===== src/rtl/rv_core_pkg.sv =====
// rtl/rv_core_pkg.sv - shared core types and constants for fetch and control decode
package rv_core_pkg;

  typedef enum logic [1:0] {
    S_IDLE = 2'd0,
    S_REQ  = 2'd1,
    S_WAIT = 2'd2,
    S_HOLD = 2'd3
  } fetch_state_t;

  localparam logic [31:0] NOP_INSTR = 32'h0000_0013;

  localparam logic [6:0] OPC_RTYPE  = 7'b0110011;
  localparam logic [6:0] OPC_LOAD   = 7'b0000011;
  localparam logic [6:0] OPC_STORE  = 7'b0100011;
  localparam logic [6:0] OPC_BRANCH = 7'b1100011;
  localparam logic [6:0] OPC_OP_IMM = 7'b0010011;

endpackage


===== src/rtl/fetch_pc.sv =====
// rtl/fetch_pc.sv - program counter with +4 increment and word-aligned redirect
module fetch_pc
  import rv_core_pkg::*;
#(
  parameter int              XLEN     = 32,
  parameter logic [XLEN-1:0] RESET_PC = '0
) (
  input  logic            clk,
  input  logic            rst,
  input  logic            i_inc_en,
  input  logic            i_redirect_en,
  input  logic [XLEN-1:0] i_target,
  output logic [XLEN-1:0] o_pc
);

  logic [XLEN-1:0] r_pc;
  logic [XLEN-1:0] w_target_aligned;

  assign w_target_aligned = i_target & ~XLEN'(3);

  // Redirect wins over sequential advance; the increment wraps naturally at 2^XLEN.
  always_ff @(posedge clk) begin
    if (rst) begin
      r_pc <= RESET_PC;
    end else if (i_redirect_en) begin
      r_pc <= w_target_aligned;
    end else if (i_inc_en) begin
      r_pc <= r_pc + XLEN'(4);
    end
  end

  assign o_pc = r_pc;

endmodule


===== src/rtl/fetch_unit.sv =====
// rtl/fetch_unit.sv - instruction fetch front end with one outstanding memory request
module fetch_unit
  import rv_core_pkg::*;
#(
  parameter int              XLEN     = 32,
  parameter int              ILEN     = 32,
  parameter logic [XLEN-1:0] RESET_PC = 32'h0000_0000
) (
  input  logic            clk,
  input  logic            rst,
  output logic            imem_req_valid,
  input  logic            imem_req_ready,
  output logic [XLEN-1:0] imem_req_addr,
  input  logic            imem_rsp_valid,
  input  logic [ILEN-1:0] imem_rsp_data,
  output logic            instr_valid,
  input  logic            instr_ready,
  output logic [ILEN-1:0] instr,
  output logic [XLEN-1:0] instr_pc,
  output logic [6:0]      opcode,
  input  logic            redirect_valid,
  input  logic [XLEN-1:0] redirect_target
);

  fetch_state_t    r_state;
  fetch_state_t    w_state_nxt;
  logic            r_kill;
  logic            w_kill_nxt;
  logic            w_capture;
  logic            w_req_fire;
  logic [XLEN-1:0] w_pc;
  logic [ILEN-1:0] r_instr;
  logic [XLEN-1:0] r_instr_pc;

  fetch_pc #(
    .XLEN     (XLEN),
    .RESET_PC (RESET_PC)
  ) u_pc (
    .clk           (clk),
    .rst           (rst),
    .i_inc_en      (w_capture),
    .i_redirect_en (redirect_valid),
    .i_target      (redirect_target),
    .o_pc          (w_pc)
  );

  assign imem_req_valid = (r_state == S_REQ);
  assign imem_req_addr  = w_pc;
  assign w_req_fire     = imem_req_valid & imem_req_ready;

  // Next-state logic; kill marks an in-flight request whose data belongs to a squashed path.
  always_comb begin
    w_state_nxt = r_state;
    w_kill_nxt  = r_kill;
    w_capture   = 1'b0;
    case (r_state)
      S_IDLE: begin
        w_state_nxt = S_REQ;
      end
      S_REQ: begin
        if (w_req_fire) begin
          w_state_nxt = S_WAIT;
          w_kill_nxt  = redirect_valid;
        end
      end
      S_WAIT: begin
        if (imem_rsp_valid) begin
          w_kill_nxt = 1'b0;
          if (r_kill || redirect_valid) begin
            w_state_nxt = S_REQ;
          end else begin
            w_capture   = 1'b1;
            w_state_nxt = S_HOLD;
          end
        end else if (redirect_valid) begin
          w_kill_nxt = 1'b1;
        end
      end
      S_HOLD: begin
        if (redirect_valid || instr_ready) begin
          w_state_nxt = S_REQ;
        end
      end
      default: begin
        w_state_nxt = S_IDLE;
        w_kill_nxt  = 1'b0;
      end
    endcase
  end

  // State and kill registers.
  always_ff @(posedge clk) begin
    if (rst) begin
      r_state <= S_IDLE;
      r_kill  <= 1'b0;
    end else begin
      r_state <= w_state_nxt;
      r_kill  <= w_kill_nxt;
    end
  end

  // Capture the returned word together with the address it was fetched from.
  always_ff @(posedge clk) begin
    if (rst) begin
      r_instr    <= ILEN'(NOP_INSTR);
      r_instr_pc <= '0;
    end else if (w_capture) begin
      r_instr    <= imem_rsp_data;
      r_instr_pc <= w_pc;
    end
  end

  assign instr_valid = (r_state == S_HOLD);
  assign instr       = r_instr;
  assign instr_pc    = r_instr_pc;
  assign opcode      = r_instr[6:0];

endmodule


===== config.mk =====
export PLATFORM = sky130hd
export DESIGN_NAME = fetch_unit
export DESIGN_NICKNAME = d
export VERILOG_FILES = /design/src/rtl/rv_core_pkg.sv /design/src/rtl/fetch_pc.sv /design/src/rtl/fetch_unit.sv
export SDC_FILE = /design/constraint.sdc
export NUM_CORES = 1
export LEC_CHECK = 0
export BUFFER_PORTS_ARGS = -buffer_cell sky130_fd_sc_hd__buf_2
export CAP_MARGIN = 40
export CORE_UTILIZATION = 25
export DETAILED_ROUTE_END_ITERATION = 7
export GPL_TIMING_DRIVEN = 1
export PLACE_DENSITY_LB_ADDON = 0.2
export SETUP_SLACK_MARGIN = 0.3
export SLEW_MARGIN = 30
export SYNTH_ARGS = -nofsm -noshare
export SYNTH_HDL_FRONTEND = slang
export SYNTH_HIERARCHICAL = 1
export SYNTH_SLANG_ARGS = --single-unit

===== constraint.sdc =====
create_clock -name clk -period 5.25 [get_ports clk]
set_input_delay 0.2625 -clock clk [delete_from_list [all_inputs] [get_ports clk]]
set_output_delay 0.2625 -clock clk [all_outputs]
set_load 0.01 [all_outputs]

Word level (Yosys, flattened, before mapping)
Index checks and enable logic that the tools add are counted.
{"block": "totals", "memories": 0, "in_bits": 70, "register_bits": 99, "wordCells": 37, "mem_bits_ro": 0, "out_inout_bits": 105, "mem_bits_rw": 0, "latchBits": 0}
{"block": "op_classes", "mul": 0, "reduce_logical": 8, "mux": 14, "n_lt_le_gt_ge": 0, "add_sub_neg": 1, "n_eq_ne": 7, "n_shift": 0, "bitwise": 1, "div_mod_pow": 0}
{"op": "32-bit two-way mux", "n": 2}
{"op": "32-bit by 3-bit adder with 32-bit output, second input constant", "n": 1}
{"op": "2-bit two-way mux", "n": 4}
{"op": "2-bit one-hot mux with 4 select lines", "n": 1}
{"op": "1-bit two-way mux", "n": 6}
{"op": "3-bit AND reduction", "n": 2}
{"op": "2-bit equality test, second input constant", "n": 2}
{"op": "2-bit by 1-bit != test with 1-bit output, second input constant", "n": 2}
{"op": "2-bit nonzero test", "n": 2}
{"op": "3-bit != test, second input constant", "n": 1}
{"op": "2-bit by 1-bit equality test with 1-bit output, second input constant", "n": 1}
{"op": "2-bit zero test", "n": 1}
{"op": "1-bit logical OR", "n": 2}
{"op": "2-bit != test, second input constant", "n": 1}
{"op": "1-bit one-hot mux with 2 select lines", "n": 1}
{"op": "2-bit OR reduction", "n": 1}
{"op": "1-bit AND", "n": 1}

Logic depth before layout (Yosys ltp)
Gate-level depths: netlist of the first run.
{"block": "logic_depth", "depth_word": 6, "ltp_mapped": 10, "depth_no_buf": 8}

Modules after synthesis
The synthesis of the first run kept the hierarchy.
{"module": "fetch_unit", "cells_each": 315, "seq_area_each_um2": 1341.3, "n_inst": 1, "area_each_um2": 2561.2}
{"module": "fetch_pc", "cells_each": 251, "seq_area_each_um2": 600.6, "n_inst": 1, "area_each_um2": 1929.4}

Worst setup path before layout of the first run
OpenSTA, ideal clock, no wires.
{"block": "synth_timing", "path_kind": "register to register", "startpoint": "register r_state[0]", "endpoint": "register u_pc.r_pc[16] (netlist: u_pc/o_pc[16])", "path_stages_with_launch": 10, "setup_time_ns": 0.091, "synth_period_minus_slack_ns": 2.157, "arrival_ns": 2.066, "n_path_buf": 2, "path_slack_ns": 3.093, "required_time_ns": 5.159, "path_cell_list": "dfxtp_1 inv_1 ha_1 nand4bb_1 inv_2 buf_2 buf_2 nand2_1 or4_1 a311oi_1"}
{"block": "synth_via", "elab_chain_cells": 3}
{"element": "start, declared", "line": "fetch_unit.sv:25", "rtl": "fetch_state_t r_state;"}
{"element": "start signal, assigned", "line": "fetch_unit.sv:97", "rtl": "r_state <= w_state_nxt;"}
{"element": "2-bit equality test", "line": "fetch_unit.sv:56", "rtl": "case (r_state)"}
{"element": "1-bit two-way mux", "line": "fetch_unit.sv:56"}
{"element": "named net w_capture", "line": "fetch_unit.sv:29", "rtl": "logic w_capture;"}
{"element": "2-bit nonzero test (no line)"}
{"element": "end signal, assigned", "line": "fetch_pc.sv:26", "rtl": "r_pc <= w_target_aligned;"}
{"element": "end signal, assigned", "line": "fetch_pc.sv:28", "rtl": "r_pc <= r_pc + XLEN'(4);"}
{"element": "end, declared", "line": "fetch_pc.sv:16", "rtl": "logic [XLEN-1:0] r_pc;"}
The timed path passes the listed nets, and every way through them passes these cells.
A chain may end at the register's enable or synchronous reset.

Worst setup path after layout of the first run
{"block": "layout_timing", "startpoint": "register r_state[0]", "endpoint": "register u_pc.r_pc[23] (netlist: u_pc/o_pc[23])"}
{"block": "layout_via", "elab_chain_cells": 3}
{"element": "2-bit equality test", "line": "fetch_unit.sv:56"}
{"element": "1-bit two-way mux", "line": "fetch_unit.sv:56"}
{"element": "2-bit nonzero test (no line)"}
Every way passes these cells.

==> run_summary.xml, run 1 <==
<?xml version="1.0" encoding="UTF-8"?>
<metrics>
  <group name="synth">
    <metric name="syn-mean-instance-area" unit="µm²">7.93</metric>
    <metric name="synth_cells" unit="">566</metric>
    <metric name="async_reset_ff_frac" unit="">0</metric>
    <metric name="synth-seq-cells" unit="">97</metric>
    <metric name="ys_types" unit="">58</metric>
    <metric name="synth_largest_type_area_fraction" unit="">0.432</metric>
    <metric name="ys_seq_area_frac" unit="">0.432</metric>
    <metric name="ys_warn_count" unit="">6</metric>
    <metric name="netlist_area" unit="µm²">4490</metric>
    <metric name="synth_enable_flop_cells" unit="">0</metric>
    <metric name="most_frequently_used_flop_master_after_synthesis" unit="">sky130_fd_sc_hd__dfxtp_1</metric>
    <metric name="yosys-top-cells-area" unit="">sky130_fd_sc_hd__dfxtp_1, sky130_fd_sc_hd__nand2_1, sky130_fd_sc_hd__a21oi_1</metric>
    <metric name="yosys.area.top_type" unit="">sky130_fd_sc_hd__dfxtp_1</metric>
  </group>
  <group name="route">
    <metric name="drcViolationCount" unit="">0</metric>
    <metric name="first_iter_violations" unit="">258</metric>
    <metric name="vias_per_cell" unit="">4.69</metric>
    <metric name="first_drt_pass_iteration_count" unit="">4</metric>
    <metric name="detailroute.via_count" unit="">4410</metric>
    <metric name="drtAntennaViolNets" unit="">0</metric>
    <metric name="drt-wirelength-per-cell" unit="µm">15.1</metric>
    <metric name="totalWireLength" unit="µm">14200</metric>
  </group>
  <group name="power">
    <metric name="p_comb_frac" unit="">0.087</metric>
    <metric name="p_int" unit="mW">1.25</metric>
    <metric name="power.share.switching" unit="">0.246</metric>
    <metric name="p_per_area" unit="nW/µm²">288</metric>
    <metric name="seqPwrFrac" unit="">0.478</metric>
    <metric name="switchingPower" unit="mW">0.407</metric>
    <metric name="p_leak" unit="nW">2.38</metric>
    <metric name="peakVddDrop" unit="mV">0.130</metric>
    <metric name="clockPowerShare" unit="">0.435</metric>
  </group>
  <group name="placed_design">
    <metric name="portbufs" unit="">170</metric>
    <metric name="gp_routability_congestion" unit="">0.765</metric>
    <metric name="placement.setup.worst_slack" unit="ns">2.44</metric>
    <metric name="place_inst" unit="">922</metric>
    <metric name="place_area" unit="µm²">5420</metric>
    <metric name="dp_hpwl" unit="µm">9620</metric>
  </group>
  <group name="worst_setup_path">
    <metric name="critical_path.reg2reg.startpoint" unit="">r_state[0]</metric>
    <metric name="path_class" unit="">reg2reg</metric>
    <metric name="setup.worst_path.start" unit="">r_state[0]</metric>
    <metric name="end_kind" unit="">register</metric>
    <metric name="path_max_fanout" unit="">66</metric>
    <metric name="worst_ep_arrival_time" unit="ns">3.10</metric>
    <metric name="worst_setup_path_start_kind" unit="">register</metric>
    <metric name="timing.critical_path.required" unit="ns">5.54</metric>
  </group>
  <group name="die">
    <metric name="die_width" unit="µm">136</metric>
    <metric name="design.core.area" unit="µm²">17400</metric>
    <metric name="start_util" unit="">0.258</metric>
    <metric name="rows" unit="">48</metric>
    <metric name="die_footprint" unit="µm²">18500</metric>
    <metric name="dieHeight" unit="µm">136</metric>
    <metric name="io_pins" unit="">175</metric>
  </group>
  <group name="cts">
    <metric name="post-cts-setup-buffer-count" unit="">0</metric>
    <metric name="holdBufCountCts" unit="">0</metric>
    <metric name="tritoncts" unit="">done</metric>
    <metric name="clk_root_buffer_cell" unit="">sky130_fd_sc_hd__clkbuf_16</metric>
    <metric name="clock_latency_at_the_later_pin_of_the_worst_skew_pair" unit="ns">0.35</metric>
    <metric name="htree_num_levels" unit="">3</metric>
    <metric name="largest_buffer_count_on_any_clock_path" unit="">2</metric>
    <metric name="clk_pin_slew_worst_paths" unit="ns">0.06</metric>
    <metric name="post_cts_resized" unit="">0</metric>
    <metric name="cts_buffers" unit="">9</metric>
    <metric name="numClockSinks" unit="">97</metric>
  </group>
  <group name="sta">
    <metric name="setup_violations" unit="">0</metric>
    <metric name="layout_setup_ws" unit="ns">2.44</metric>
    <metric name="setup_repair_after_global_routing_missed_its_margin" unit="">no</metric>
    <metric name="worst_pin_slew" unit="ns">0.741</metric>
    <metric name="worst_clock_skew" unit="ns">0.00656</metric>
    <metric name="period_minus_slack" unit="ns">2.81</metric>
    <metric name="fmaxAchievable" unit="GHz">0.356</metric>
    <metric name="finalCritPeriodShare" unit="">0.536</metric>
    <metric name="final-max-slew-violation-count" unit="">0</metric>
    <metric name="timing.final.hold_violations" unit="">0</metric>
    <metric name="max-slew-margin-rel" unit="">0.506</metric>
    <metric name="setup_tns" unit="ns">0</metric>
  </group>
  <group name="cells_and_area">
    <metric name="antenna_cells_inserted" unit="">0</metric>
    <metric name="n_fill_cell" unit="">1927</metric>
    <metric name="syn2layout_area_growth" unit="%">28.2</metric>
    <metric name="drive_gt1_frac" unit="">0.291</metric>
    <metric name="most_common_cell_after_layout_fill_and_taps_aside" unit="">sky130_fd_sc_hd__buf_2</metric>
    <metric name="finalInstanceArea" unit="µm²">5760</metric>
    <metric name="layout.cells.most_common_list" unit="">sky130_fd_sc_hd__buf_2, sky130_fd_sc_hd__nand2_1, sky130_fd_sc_hd__dfxtp_1</metric>
    <metric name="layout.nets" unit="">786</metric>
    <metric name="layout.cells.non_filler" unit="">940</metric>
  </group>
  <group name="grt">
    <metric name="grt_antenna_before_repair" unit="">0</metric>
    <metric name="pin_count_of_the_biggest_net_entering_global_routing" unit="">67</metric>
    <metric name="globalRouteOverflowTotal" unit="">0</metric>
    <metric name="grt_util_all_layers" unit="">0.155</metric>
    <metric name="grt_pass1_vias" unit="">4129</metric>
    <metric name="global_route_wire_length_before_repair" unit="µm">22100</metric>
  </group>
  <group name="outcome">
    <metric name="status" unit="">complete, no violations</metric>
  </group>
  <group name="hold_path">
    <metric name="timing.hold.worst.start" unit="">imem_rsp_data[1]</metric>
    <metric name="path_type_of_the_worst_min_delay_path" unit="">in2reg</metric>
  </group>
  <group name="job">
    <metric name="maxCapViolCount" unit="">0</metric>
  </group>
</metrics>
[cells in the mapped netlist (all sizes together) (2+ instances only)]
master,n
a2111oi,4
a211oi,11
a21o,2
a21oi,76
a311oi,7
a31oi,3
and2,3
and3,9
and4,3
buf,30
clkbuf,16
dfxtp,97
ha,6
inv,9
mux2i,2
nand2,151
nand3,15
nand3b,3
nand4,16
nand4b,2
nor2,26
nor2b,3
nor3,6
nor3b,8
nor4,11
o211ai,3
o21ai,6
o31ai,2
or2b,2
or3,3
or3b,3
or4,5
xnor2,6
xor2,5
[area by class of cell]
class / count / area [µm²] / area share
Clock buffer: 11 / 243 / 0.0422
Clock inverter: 5 / 78.8 / 0.0137
Inverter: 10 / 37.5 / 0.00652
Multi-Input combinational cell: 414 / 2260 / 0.393
Sequential cell: 97 / 1940 / 0.337
Tap cell: 225 / 282 / 0.0489
Timing Repair Buffer: 178 / 908 / 0.158
[state kept, by name, indices dropped and copies added (netlist names)]
register and cells:
instr 32, instr_pc 32, r_kill 1, r_state 2, u_pc/o_pc 30
[metrics by stage]
step                      power, mW   util  hold slack, ns
after floorplan               0.883      -           0.387
after global placement        0.956  0.311           0.441
after detailed placement      0.955  0.311           0.443
after CTS                      1.69  0.330           0.110
after global routing           1.74  0.330           0.133
final                          1.66  0.330           0.131
[worst paths after layout]
kind	endpoint	slack, ns	cells past startpoint
worst max-delay path	u_pc/o_pc[23]	2.44	9
worst min-delay path	instr[1]	0.13	3
worst max register to register	u_pc/o_pc[23]	2.44	9
worst min register to register	instr[10]	0.45	2
[layer usage]
layer,track usage,vias up,share of wire
li1,-,2256,-
met1,0.207,2035,0.48
met2,0.243,111,0.45
met3,0.0358,8,0.054
met4,0.0512,0,0.012
met5,0,-,0
[power groups by stage]
stage	logic, mW	registers (mW)	clock network (mW)
floorplan	0.0762	0.807	0
global placement	0.145	0.810	0
detailed placement	0.145	0.810	0
CTS	0.146	0.793	0.752
global route	0.161	0.798	0.782
finish	0.144	0.793	0.722
[cell families (layout without fill, tap and decap cells)]
logic type / count (synthesis) / after routing / share of synthesized area
AND/OR/NAND/NOR: 273 / 273 / 0.295
AO/OA/AOI/OAI: 120 / 120 / 0.162
flip-flops: 97 / 97 / 0.432
buffers and inverters: 56 / 204 / 0.0677
XOR/XNOR: 11 / 11 / 0.0215
adder cells (fa/ha/maj): 6 / 6 / 0.0167
multiplexers: 2 / 2 / 0.00446
other: 1 / 2 / 0.000835
[worst max-delay path, stage by stage (launching register included)]
cell and delay [ns]:
sky130_fd_sc_hd__dfxtp_1 0.35, sky130_fd_sc_hd__inv_1 0.09, sky130_fd_sc_hd__ha_1 0.26, sky130_fd_sc_hd__nand4bb_4 0.13
sky130_fd_sc_hd__inv_2 0.22, sky130_fd_sc_hd__buf_4 0.63, sky130_fd_sc_hd__nor3b_1 0.31, sky130_fd_sc_hd__or2b_1 0.24
sky130_fd_sc_hd__or4_1 0.40, sky130_fd_sc_hd__nand3_1 0.09
No activity file was read; power rests on OpenSTA's default activity.
==> run 2: changes to the inputs <==
==> constraint.sdc (replaced) <==
create_clock -name clk -period 2.82 [get_ports clk]
set_input_delay 0.141 -clock clk [delete_from_list [all_inputs] [get_ports clk]]
set_output_delay 0.141 -clock clk [all_outputs]
set_load 0.01 [all_outputs]
==> run 2 against run 1 <==
Against the previous run:
- utilization up 0.28 points
- clock power up 91%
- sequential share of layout area down 0.28 points
- first-iteration DRC count down 13%
- final area up 0.85%
==> run_summary.xml, run 2 (synthesis results as in run 1) <==
<?xml version="1.0" encoding="UTF-8"?>
<metrics>
  <group name="worst_setup_path">
    <metric name="timing.critical_path.required" unit="ns">3.08</metric>
    <metric name="timing.critical_path.max_delay_family" unit="">simple AND/OR/NAND/NOR gates</metric>
    <metric name="r2r_cells" unit="">8</metric>
    <metric name="ff2ff_setup_slack" unit="ns">0.55</metric>
    <metric name="worst_setup_path_start_kind" unit="">register</metric>
    <metric name="critical_path.reg2reg.startpoint" unit="">r_state[0]</metric>
    <metric name="cp_slowest_cell" unit="">sky130_fd_sc_hd__or4_1</metric>
    <metric name="worst_ep_arrival_time" unit="ns">2.53</metric>
    <metric name="path_max_fanout" unit="">18</metric>
    <metric name="crit_path_max_incr_delay" unit="ns">0.50</metric>
    <metric name="r2r-end" unit="">u_pc/o_pc[16]</metric>
    <metric name="path_class" unit="">reg2reg</metric>
    <metric name="crit_path_cell_trace" unit="">inv_1, ha_1, nand4bb_4, inv_2, buf_4, nand2_2, or4_1, a311oi_1</metric>
    <metric name="critical_path.n_buffers_inverters" unit="">3</metric>
    <metric name="end_kind" unit="">register</metric>
  </group>
  <group name="sta">
    <metric name="final-max-slew-violation-count" unit="">0</metric>
    <metric name="max-slew-margin-rel" unit="">0.540</metric>
    <metric name="setup_tns" unit="ns">0</metric>
    <metric name="fmaxAchievable" unit="GHz">0.441</metric>
    <metric name="worst_pin_slew" unit="ns">0.690</metric>
    <metric name="setup_repair_after_global_routing_missed_its_margin" unit="">no</metric>
    <metric name="finalCritPeriodShare" unit="">0.805</metric>
    <metric name="final.hold.worst_slack" unit="ns">0.00927</metric>
    <metric name="timing.final.hold_violations" unit="">0</metric>
    <metric name="worst_clock_skew" unit="ns">0.00948</metric>
    <metric name="period_minus_slack" unit="ns">2.27</metric>
    <metric name="setup_violations" unit="">0</metric>
  </group>
  <group name="grt">
    <metric name="grt_antenna_before_repair" unit="">0</metric>
    <metric name="global_route_wire_length_before_repair" unit="µm">21400</metric>
    <metric name="pin_count_of_the_biggest_net_entering_global_routing" unit="">65</metric>
    <metric name="grt_util_all_layers" unit="">0.150</metric>
    <metric name="globalRouteOverflowTotal" unit="">0</metric>
    <metric name="grt_pass1_vias" unit="">3868</metric>
  </group>
  <group name="hold_path">
    <metric name="timing.hold.worst.start" unit="">imem_rsp_data[4]</metric>
    <metric name="path_type_of_the_worst_min_delay_path" unit="">in2reg</metric>
    <metric name="worstHoldPathCells" unit="">3</metric>
    <metric name="whs_endpoint" unit="">instr[4]</metric>
  </group>
  <group name="power">
    <metric name="p_per_area" unit="nW/µm²">539</metric>
    <metric name="p_leak" unit="nW">2.41</metric>
    <metric name="seqPwrFrac" unit="">0.472</metric>
    <metric name="switchingPower" unit="mW">0.777</metric>
    <metric name="p_comb_frac" unit="">0.087</metric>
    <metric name="clockPowerShare" unit="">0.442</metric>
    <metric name="power.share.switching" unit="">0.248</metric>
    <metric name="p_int" unit="mW">2.35</metric>
    <metric name="peakVddDrop" unit="mV">0.266</metric>
  </group>
  <group name="cts">
    <metric name="largest_buffer_count_on_any_clock_path" unit="">2</metric>
    <metric name="tritoncts" unit="">done</metric>
    <metric name="clock_latency_at_the_later_pin_of_the_worst_skew_pair" unit="ns">0.35</metric>
    <metric name="cts_buffers" unit="">9</metric>
    <metric name="clk_root_buffer_cell" unit="">sky130_fd_sc_hd__clkbuf_16</metric>
    <metric name="post-cts-setup-buffer-count" unit="">0</metric>
    <metric name="htree_num_levels" unit="">3</metric>
    <metric name="clk_pin_slew_worst_paths" unit="ns">0.07</metric>
    <metric name="numClockSinks" unit="">97</metric>
  </group>
  <group name="route">
    <metric name="totalWireLength" unit="µm">14200</metric>
    <metric name="first_iter_violations" unit="">224</metric>
    <metric name="vias_per_cell" unit="">4.68</metric>
    <metric name="wl_met1" unit="µm">6960</metric>
    <metric name="drtAntennaViolNets" unit="">0</metric>
    <metric name="top_layer_used" unit="">met4</metric>
    <metric name="drt-wirelength-per-cell" unit="µm">15.0</metric>
    <metric name="met2RoutedLength" unit="µm">6190</metric>
    <metric name="detailroute.via_count" unit="">4420</metric>
    <metric name="first_drt_pass_iteration_count" unit="">4</metric>
    <metric name="route.met3.wl" unit="µm">747</metric>
    <metric name="drcViolationCount" unit="">0</metric>
  </group>
  <group name="job">
    <metric name="maxCapViolCount" unit="">0</metric>
  </group>
  <group name="cells_and_area">
    <metric name="drive_gt1_frac" unit="">0.296</metric>
    <metric name="area_taken_by_multi_input_logic_gates" unit="µm²">2270</metric>
    <metric name="syn2layout_area_growth" unit="%">29.3</metric>
    <metric name="most_common_cell_after_layout_fill_and_taps_aside" unit="">sky130_fd_sc_hd__buf_2</metric>
    <metric name="layout.nets" unit="">790</metric>
    <metric name="layout.cells.non_filler" unit="">944</metric>
    <metric name="n_fill_cell" unit="">1958</metric>
    <metric name="seq_area" unit="µm²">1940</metric>
    <metric name="layout.cells.most_common_list" unit="">sky130_fd_sc_hd__buf_2, sky130_fd_sc_hd__nand2_1, sky130_fd_sc_hd__dfxtp_1</metric>
    <metric name="antenna_cells_inserted" unit="">0</metric>
  </group>
  <group name="placed_design">
    <metric name="dp_hpwl" unit="µm">9770</metric>
    <metric name="place_inst" unit="">927</metric>
    <metric name="gp_routability_congestion" unit="">0.775</metric>
    <metric name="portbufs" unit="">170</metric>
  </group>
  <group name="die">
    <metric name="io_pins" unit="">175</metric>
    <metric name="start_util" unit="">0.258</metric>
    <metric name="die_width" unit="µm">136</metric>
    <metric name="design.core.area" unit="µm²">17400</metric>
    <metric name="dieHeight" unit="µm">136</metric>
    <metric name="die_footprint" unit="µm²">18500</metric>
    <metric name="rows" unit="">48</metric>
  </group>
  <group name="outcome">
    <metric name="status" unit="">complete, no violations</metric>
  </group>
</metrics>
-- run 2: changes by cell type in the layout (fill, tap and decap cells not counted), sizes merged --
cell,previous run,this run
buf,176,181
clkbuf,13,11
clkinv,4,3
clkinvlp,0,1
dlygate4sd3,0,1
-- run 2: metal layers --
| layer | global-route usage | up-vias |
|---|---|---|
| met3 | 0.0313 | 16 |
| met4 | 0.0617 | 0 |
| met2 | 0.230 | 118 |
| met5 | 0 | - |
| met1 | 0.204 | 2021 |
| li1 | - | 2265 |
-- run 2: metrics by stage --
step / total power [mW] / setup WS (ns) / area (µm²) / util
6_report: 3.13 / 0.550 / 5800 / 0.333
5_1_grt: 3.27 / 0.334 / 5800 / 0.333
4_1_cts: 3.18 / 0.408 / 5800 / 0.333
3_5_place_dp: 1.78 / 0.430 / 5460 / 0.314
3_3_place_gp: 1.78 / 0.452 / 5460 / 0.314
2_1_floorplan: 1.64 / 0.663 / 4490 / -
-- run 2: repair_timing --
action,in CTS,in global routing
hold endpoints to repair,1,0
gates resized for setup,0,1
setup endpoints to repair,0,1
hold buffers,1,0
-- run 2: final cells by class --
class | instances | area share
timing repair buffer | 182 | 0.163
clock buffer | 11 | 0.0435
multi-input combinational | 414 | 0.391
sequential | 97 | 0.335
inverter | 10 | 0.00647
clock inverter | 5 | 0.0134
tap | 225 | 0.0485
-- run 2: how the worst max path moves through the flow --
stage | from | endpoint | slack, ns | cells past startpoint
5_1_grt | r_state[0] | u_pc/o_pc[21] | 0.33 | 8
6_report | r_state[0] | u_pc/o_pc[16] | 0.55 | 8
4_1_cts | r_state[0] | u_pc/o_pc[16] | 0.41 | 8
3_5_place_dp | r_state[0] | u_pc/o_pc[16] | 0.43 | 8
3_3_place_gp | r_state[0] | u_pc/o_pc[16] | 0.45 | 8
2_1_floorplan | r_state[0] | u_pc/o_pc[16] | 0.66 | 9
-- run 2: power by group through the flow --
stage                     registers, mW  logic, mW  clock network, mW
after floorplan                    1.50      0.142                  0
after global placement             1.51      0.273                  0
after detailed placement           1.51      0.272                  0
after CTS                          1.48      0.274               1.43
after global routing               1.48      0.302               1.48
final                              1.48      0.272               1.38
-- run 2: worst min-delay path, cell delays in order --
cell and delay, ns:
sky130_fd_sc_hd__buf_2 0.08, sky130_fd_sc_hd__nand2_1 0.04, sky130_fd_sc_hd__nand3b_1 0.06
==> run 3: changes to the inputs <==
--- a/config.mk
+++ b/config.mk
@@ -5,6 +5,7 @@
 export SDC_FILE = /design/constraint.sdc
 export NUM_CORES = 1
 export LEC_CHECK = 0
+export ABC_AREA = 1
 export BUFFER_PORTS_ARGS = -buffer_cell sky130_fd_sc_hd__buf_2
 export CAP_MARGIN = 40
 export CORE_UTILIZATION = 25
==> constraint.sdc (replaced) <==
create_clock -name clk -period 2 [get_ports clk]
set_input_delay 0.1 -clock clk [delete_from_list [all_inputs] [get_ports clk]]
set_output_delay 0.1 -clock clk [all_outputs]
set_load 0.01 [all_outputs]
==> run 3 against run 2 <==
Against the previous run:
- register-to-register slack got worse by 0.20 ns
- highest routed layer unchanged
- largest power group unchanged
- fmax up 37%
- critical endpoint is now u_pc/o_pc[13]
- clock power increased by 33%
- sequential share of layout area fell by 5.1 points
- die area grew 12%
==> run_summary.xml, run 3 <==
<?xml version="1.0" encoding="UTF-8"?>
<metrics>
  <group name="outcome">
    <metric name="status" unit="">complete, no violations</metric>
  </group>
  <group name="grt">
    <metric name="grt_pass1_vias" unit="">4427</metric>
    <metric name="pin_count_of_the_biggest_net_entering_global_routing" unit="">65</metric>
    <metric name="global_route_wire_length_before_repair" unit="µm">24000</metric>
    <metric name="grt_antenna_before_repair" unit="">0</metric>
    <metric name="grt_util_all_layers" unit="">0.154</metric>
    <metric name="globalRouteOverflowTotal" unit="">0</metric>
  </group>
  <group name="worst_setup_path">
    <metric name="r2r_cells" unit="">11</metric>
    <metric name="worst_ep_arrival_time" unit="ns">1.94</metric>
    <metric name="path_class" unit="">reg2reg</metric>
    <metric name="setup.worst_path.start" unit="">r_state[0]</metric>
    <metric name="path_max_fanout" unit="">6</metric>
    <metric name="ff2ff_setup_slack" unit="ns">0.35</metric>
    <metric name="critical_path.n_buffers_inverters" unit="">4</metric>
    <metric name="timing.critical_path.required" unit="ns">2.28</metric>
    <metric name="critical_path.reg2reg.startpoint" unit="">r_state[0]</metric>
    <metric name="worst_setup_path_start_kind" unit="">register</metric>
    <metric name="crit_path_cell_trace" unit="">inv_4, ha_4, nand2_4, nor2_4, nand2_4, inv_8, nand2_4, clkinvlp_4, clkbuf_16, nand3_1, a21oi_2</metric>
    <metric name="cp_depth" unit="">11</metric>
    <metric name="end_kind" unit="">register</metric>
    <metric name="cp_slowest_cell" unit="">sky130_fd_sc_hd__dfxtp_4</metric>
    <metric name="crit_path_max_incr_delay" unit="ns">0.35</metric>
    <metric name="timing.critical_path.max_delay_family" unit="">buffers and inverters</metric>
    <metric name="crit_top_cell" unit="">sky130_fd_sc_hd__nand2_4</metric>
  </group>
  <group name="cells_and_area">
    <metric name="layout.cells.most_common_list" unit="">sky130_fd_sc_hd__nand2_1, sky130_fd_sc_hd__buf_2, sky130_fd_sc_hd__dfxtp_1</metric>
    <metric name="most_common_cell_after_layout_fill_and_taps_aside" unit="">sky130_fd_sc_hd__nand2_1</metric>
    <metric name="drive_gt1_frac" unit="">0.434</metric>
    <metric name="layout.nets" unit="">924</metric>
    <metric name="layout.core_utilization" unit="">0.352</metric>
    <metric name="antenna_cells_inserted" unit="">0</metric>
    <metric name="syn2layout_area_growth" unit="%">37.2</metric>
    <metric name="layout.cells.non_filler" unit="">1118</metric>
  </group>
  <group name="cts">
    <metric name="tritoncts" unit="">done</metric>
    <metric name="htree_num_levels" unit="">3</metric>
    <metric name="clk_root_buffer_cell" unit="">sky130_fd_sc_hd__clkbuf_16</metric>
    <metric name="numClockSinks" unit="">97</metric>
    <metric name="clk_pin_slew_worst_paths" unit="ns">0.08</metric>
    <metric name="largest_buffer_count_on_any_clock_path" unit="">2</metric>
    <metric name="clock_latency_at_the_later_pin_of_the_worst_skew_pair" unit="ns">0.36</metric>
    <metric name="cts_buffers" unit="">9</metric>
  </group>
  <group name="power">
    <metric name="finalPower" unit="mW">4.53</metric>
    <metric name="seqPwrFrac" unit="">0.463</metric>
    <metric name="clockPowerShare" unit="">0.405</metric>
    <metric name="p_int" unit="mW">3.28</metric>
    <metric name="p_comb_frac" unit="">0.132</metric>
    <metric name="p_per_area" unit="nW/µm²">656</metric>
    <metric name="switchingPower" unit="mW">1.25</metric>
    <metric name="power.share.switching" unit="">0.276</metric>
    <metric name="p_leak" unit="nW">2.83</metric>
    <metric name="peakVddDrop" unit="mV">0.363</metric>
  </group>
  <group name="placed_design">
    <metric name="gp_routability_congestion" unit="">0.768</metric>
    <metric name="place_inst" unit="">1060</metric>
    <metric name="dp_hpwl" unit="µm">11100</metric>
    <metric name="portbufs" unit="">170</metric>
  </group>
  <group name="job">
    <metric name="maxCapViolCount" unit="">0</metric>
  </group>
  <group name="sta">
    <metric name="fmaxAchievable" unit="GHz">0.604</metric>
    <metric name="setup_violations" unit="">0</metric>
    <metric name="setup_repair_after_global_routing_missed_its_margin" unit="">yes</metric>
    <metric name="finalCritPeriodShare" unit="">0.827</metric>
    <metric name="final.hold.worst_slack" unit="ns">0.0109</metric>
    <metric name="worst_clock_skew" unit="ns">0.0116</metric>
    <metric name="period_minus_slack" unit="ns">1.65</metric>
    <metric name="timing.final.hold_violations" unit="">0</metric>
    <metric name="final-max-slew-violation-count" unit="">0</metric>
    <metric name="max-slew-margin-rel" unit="">0.602</metric>
    <metric name="setup_tns" unit="ns">0</metric>
    <metric name="worst_pin_slew" unit="ns">0.598</metric>
  </group>
  <group name="hold_path">
    <metric name="path_type_of_the_worst_min_delay_path" unit="">in2reg</metric>
    <metric name="timing.hold.worst.start" unit="">redirect_target[8]</metric>
    <metric name="worstHoldPathCells" unit="">3</metric>
  </group>
  <group name="route">
    <metric name="first_drt_pass_iteration_count" unit="">5</metric>
    <metric name="drt-wirelength-per-cell" unit="µm">14.5</metric>
    <metric name="vias_per_cell" unit="">4.30</metric>
    <metric name="totalWireLength" unit="µm">16200</metric>
    <metric name="first_iter_violations" unit="">207</metric>
    <metric name="detailroute.via_count" unit="">4807</metric>
    <metric name="drtAntennaViolNets" unit="">0</metric>
    <metric name="drcViolationCount" unit="">0</metric>
  </group>
  <group name="synth">
    <metric name="ys_seq_area_frac" unit="">0.386</metric>
    <metric name="ys_warn_count" unit="">6</metric>
    <metric name="synth_enable_flop_cells" unit="">0</metric>
    <metric name="netlist_area" unit="µm²">5030</metric>
    <metric name="async_reset_ff_frac" unit="">0</metric>
    <metric name="synth_cells" unit="">649</metric>
    <metric name="ys_types" unit="">32</metric>
    <metric name="yosysMostFrequentCell" unit="">sky130_fd_sc_hd__nand2_1</metric>
    <metric name="most_frequently_used_flop_master_after_synthesis" unit="">sky130_fd_sc_hd__dfxtp_1</metric>
    <metric name="synth-seq-cells" unit="">97</metric>
    <metric name="yosys.area.top_type" unit="">sky130_fd_sc_hd__dfxtp_1</metric>
    <metric name="synth_commonest_cells" unit="">sky130_fd_sc_hd__nand2_1, sky130_fd_sc_hd__dfxtp_1, sky130_fd_sc_hd__nand2_2</metric>
    <metric name="yosys-top-cells-area" unit="">sky130_fd_sc_hd__dfxtp_1, sky130_fd_sc_hd__nand2_1, sky130_fd_sc_hd__a21oi_2</metric>
    <metric name="syn-mean-instance-area" unit="µm²">7.75</metric>
    <metric name="synth_largest_type_area_fraction" unit="">0.386</metric>
  </group>
  <group name="die">
    <metric name="die_footprint" unit="µm²">20700</metric>
    <metric name="dieHeight" unit="µm">144</metric>
    <metric name="die_width" unit="µm">144</metric>
    <metric name="io_pins" unit="">175</metric>
    <metric name="rows" unit="">51</metric>
    <metric name="start_util" unit="">0.257</metric>
    <metric name="design.core.area" unit="µm²">19600</metric>
  </group>
</metrics>
[run 3: cell type report]
class | instances | area [µm²]
fillers | 2119 | 12700
multi-input cells | 476 | 2700
flip-flops and latches | 97 | 1960
repair buffers | 227 | 1450
well taps | 265 | 332
clock buffers | 10 | 239
inverters | 37 | 153
clock inverters | 6 | 67.6
[run 3: repair_timing]
action / in CTS / in global routing
setup buffers: 0 / 6
pin swaps: 0 / 7
hold buffers: 33 / 0
gates resized for setup: 5 / 29
setup endpoints to repair: 87 / 69
cloned: 0 / 3
hold endpoints to repair: 37 / 0
[run 3: kinds of logic after synthesis]
logic type | count (synthesis) | synth area share
adder cells (fa/ha/maj) | 6 | 0.0149
XOR/XNOR | 5 | 0.00871
AO/OA/AOI/OAI | 123 | 0.174
flip-flops | 97 | 0.386
AND/OR/NAND/NOR | 340 | 0.323
buffers and inverters | 77 | 0.0923
other | 1 | 0.000746
[run 3: power groups by stage]
stage / clock network, mW / logic, mW / registers (mW)
global placement: 0 / 0.509 / 2.14
CTS: 1.91 / 0.566 / 2.09
floorplan: 0 / 0.300 / 2.14
detailed placement: 0 / 0.510 / 2.14
global route: 1.98 / 0.662 / 2.11
finish: 1.83 / 0.597 / 2.10
[run 3: final timing paths]
path	endpoint
setup reg to reg	u_pc/o_pc[13]
setup / recovery	u_pc/o_pc[13]
hold / removal	u_pc/o_pc[8]
hold reg to reg	instr[12]
[run 3: worst register-to-register path, delay by kind of cell (launching register included)]
kind	cells	cell delay [ns]
and+or+nand+nor	5	0.43
adders and majority gates	1	0.14
buffers and inverters	4	0.53
DFF	1	0.35
AOI/OAI and AO/OA	1	0.13
[run 3: metal layers]
| metal | track usage | vias up | wire length (µm) |
|---|---|---|---|
| li1 | - | 2494 | - |
| met1 | 0.200 | 2184 | 7910 |
| met2 | 0.249 | 117 | 7360 |
| met3 | 0.0310 | 12 | 745 |
| met4 | 0.0605 | 0 | 230 |
| met5 | 0 | - | 0 |
[run 3: through the flow]
stage / area [µm²] / worst slack (ns)
final: 6900 / 0.345
after global routing: 6900 / 0.279
after CTS: 6700 / 0.305
after detailed placement: 6050 / 0.217
after global placement: 6050 / 0.231
after floorplan: 5050 / 0.311
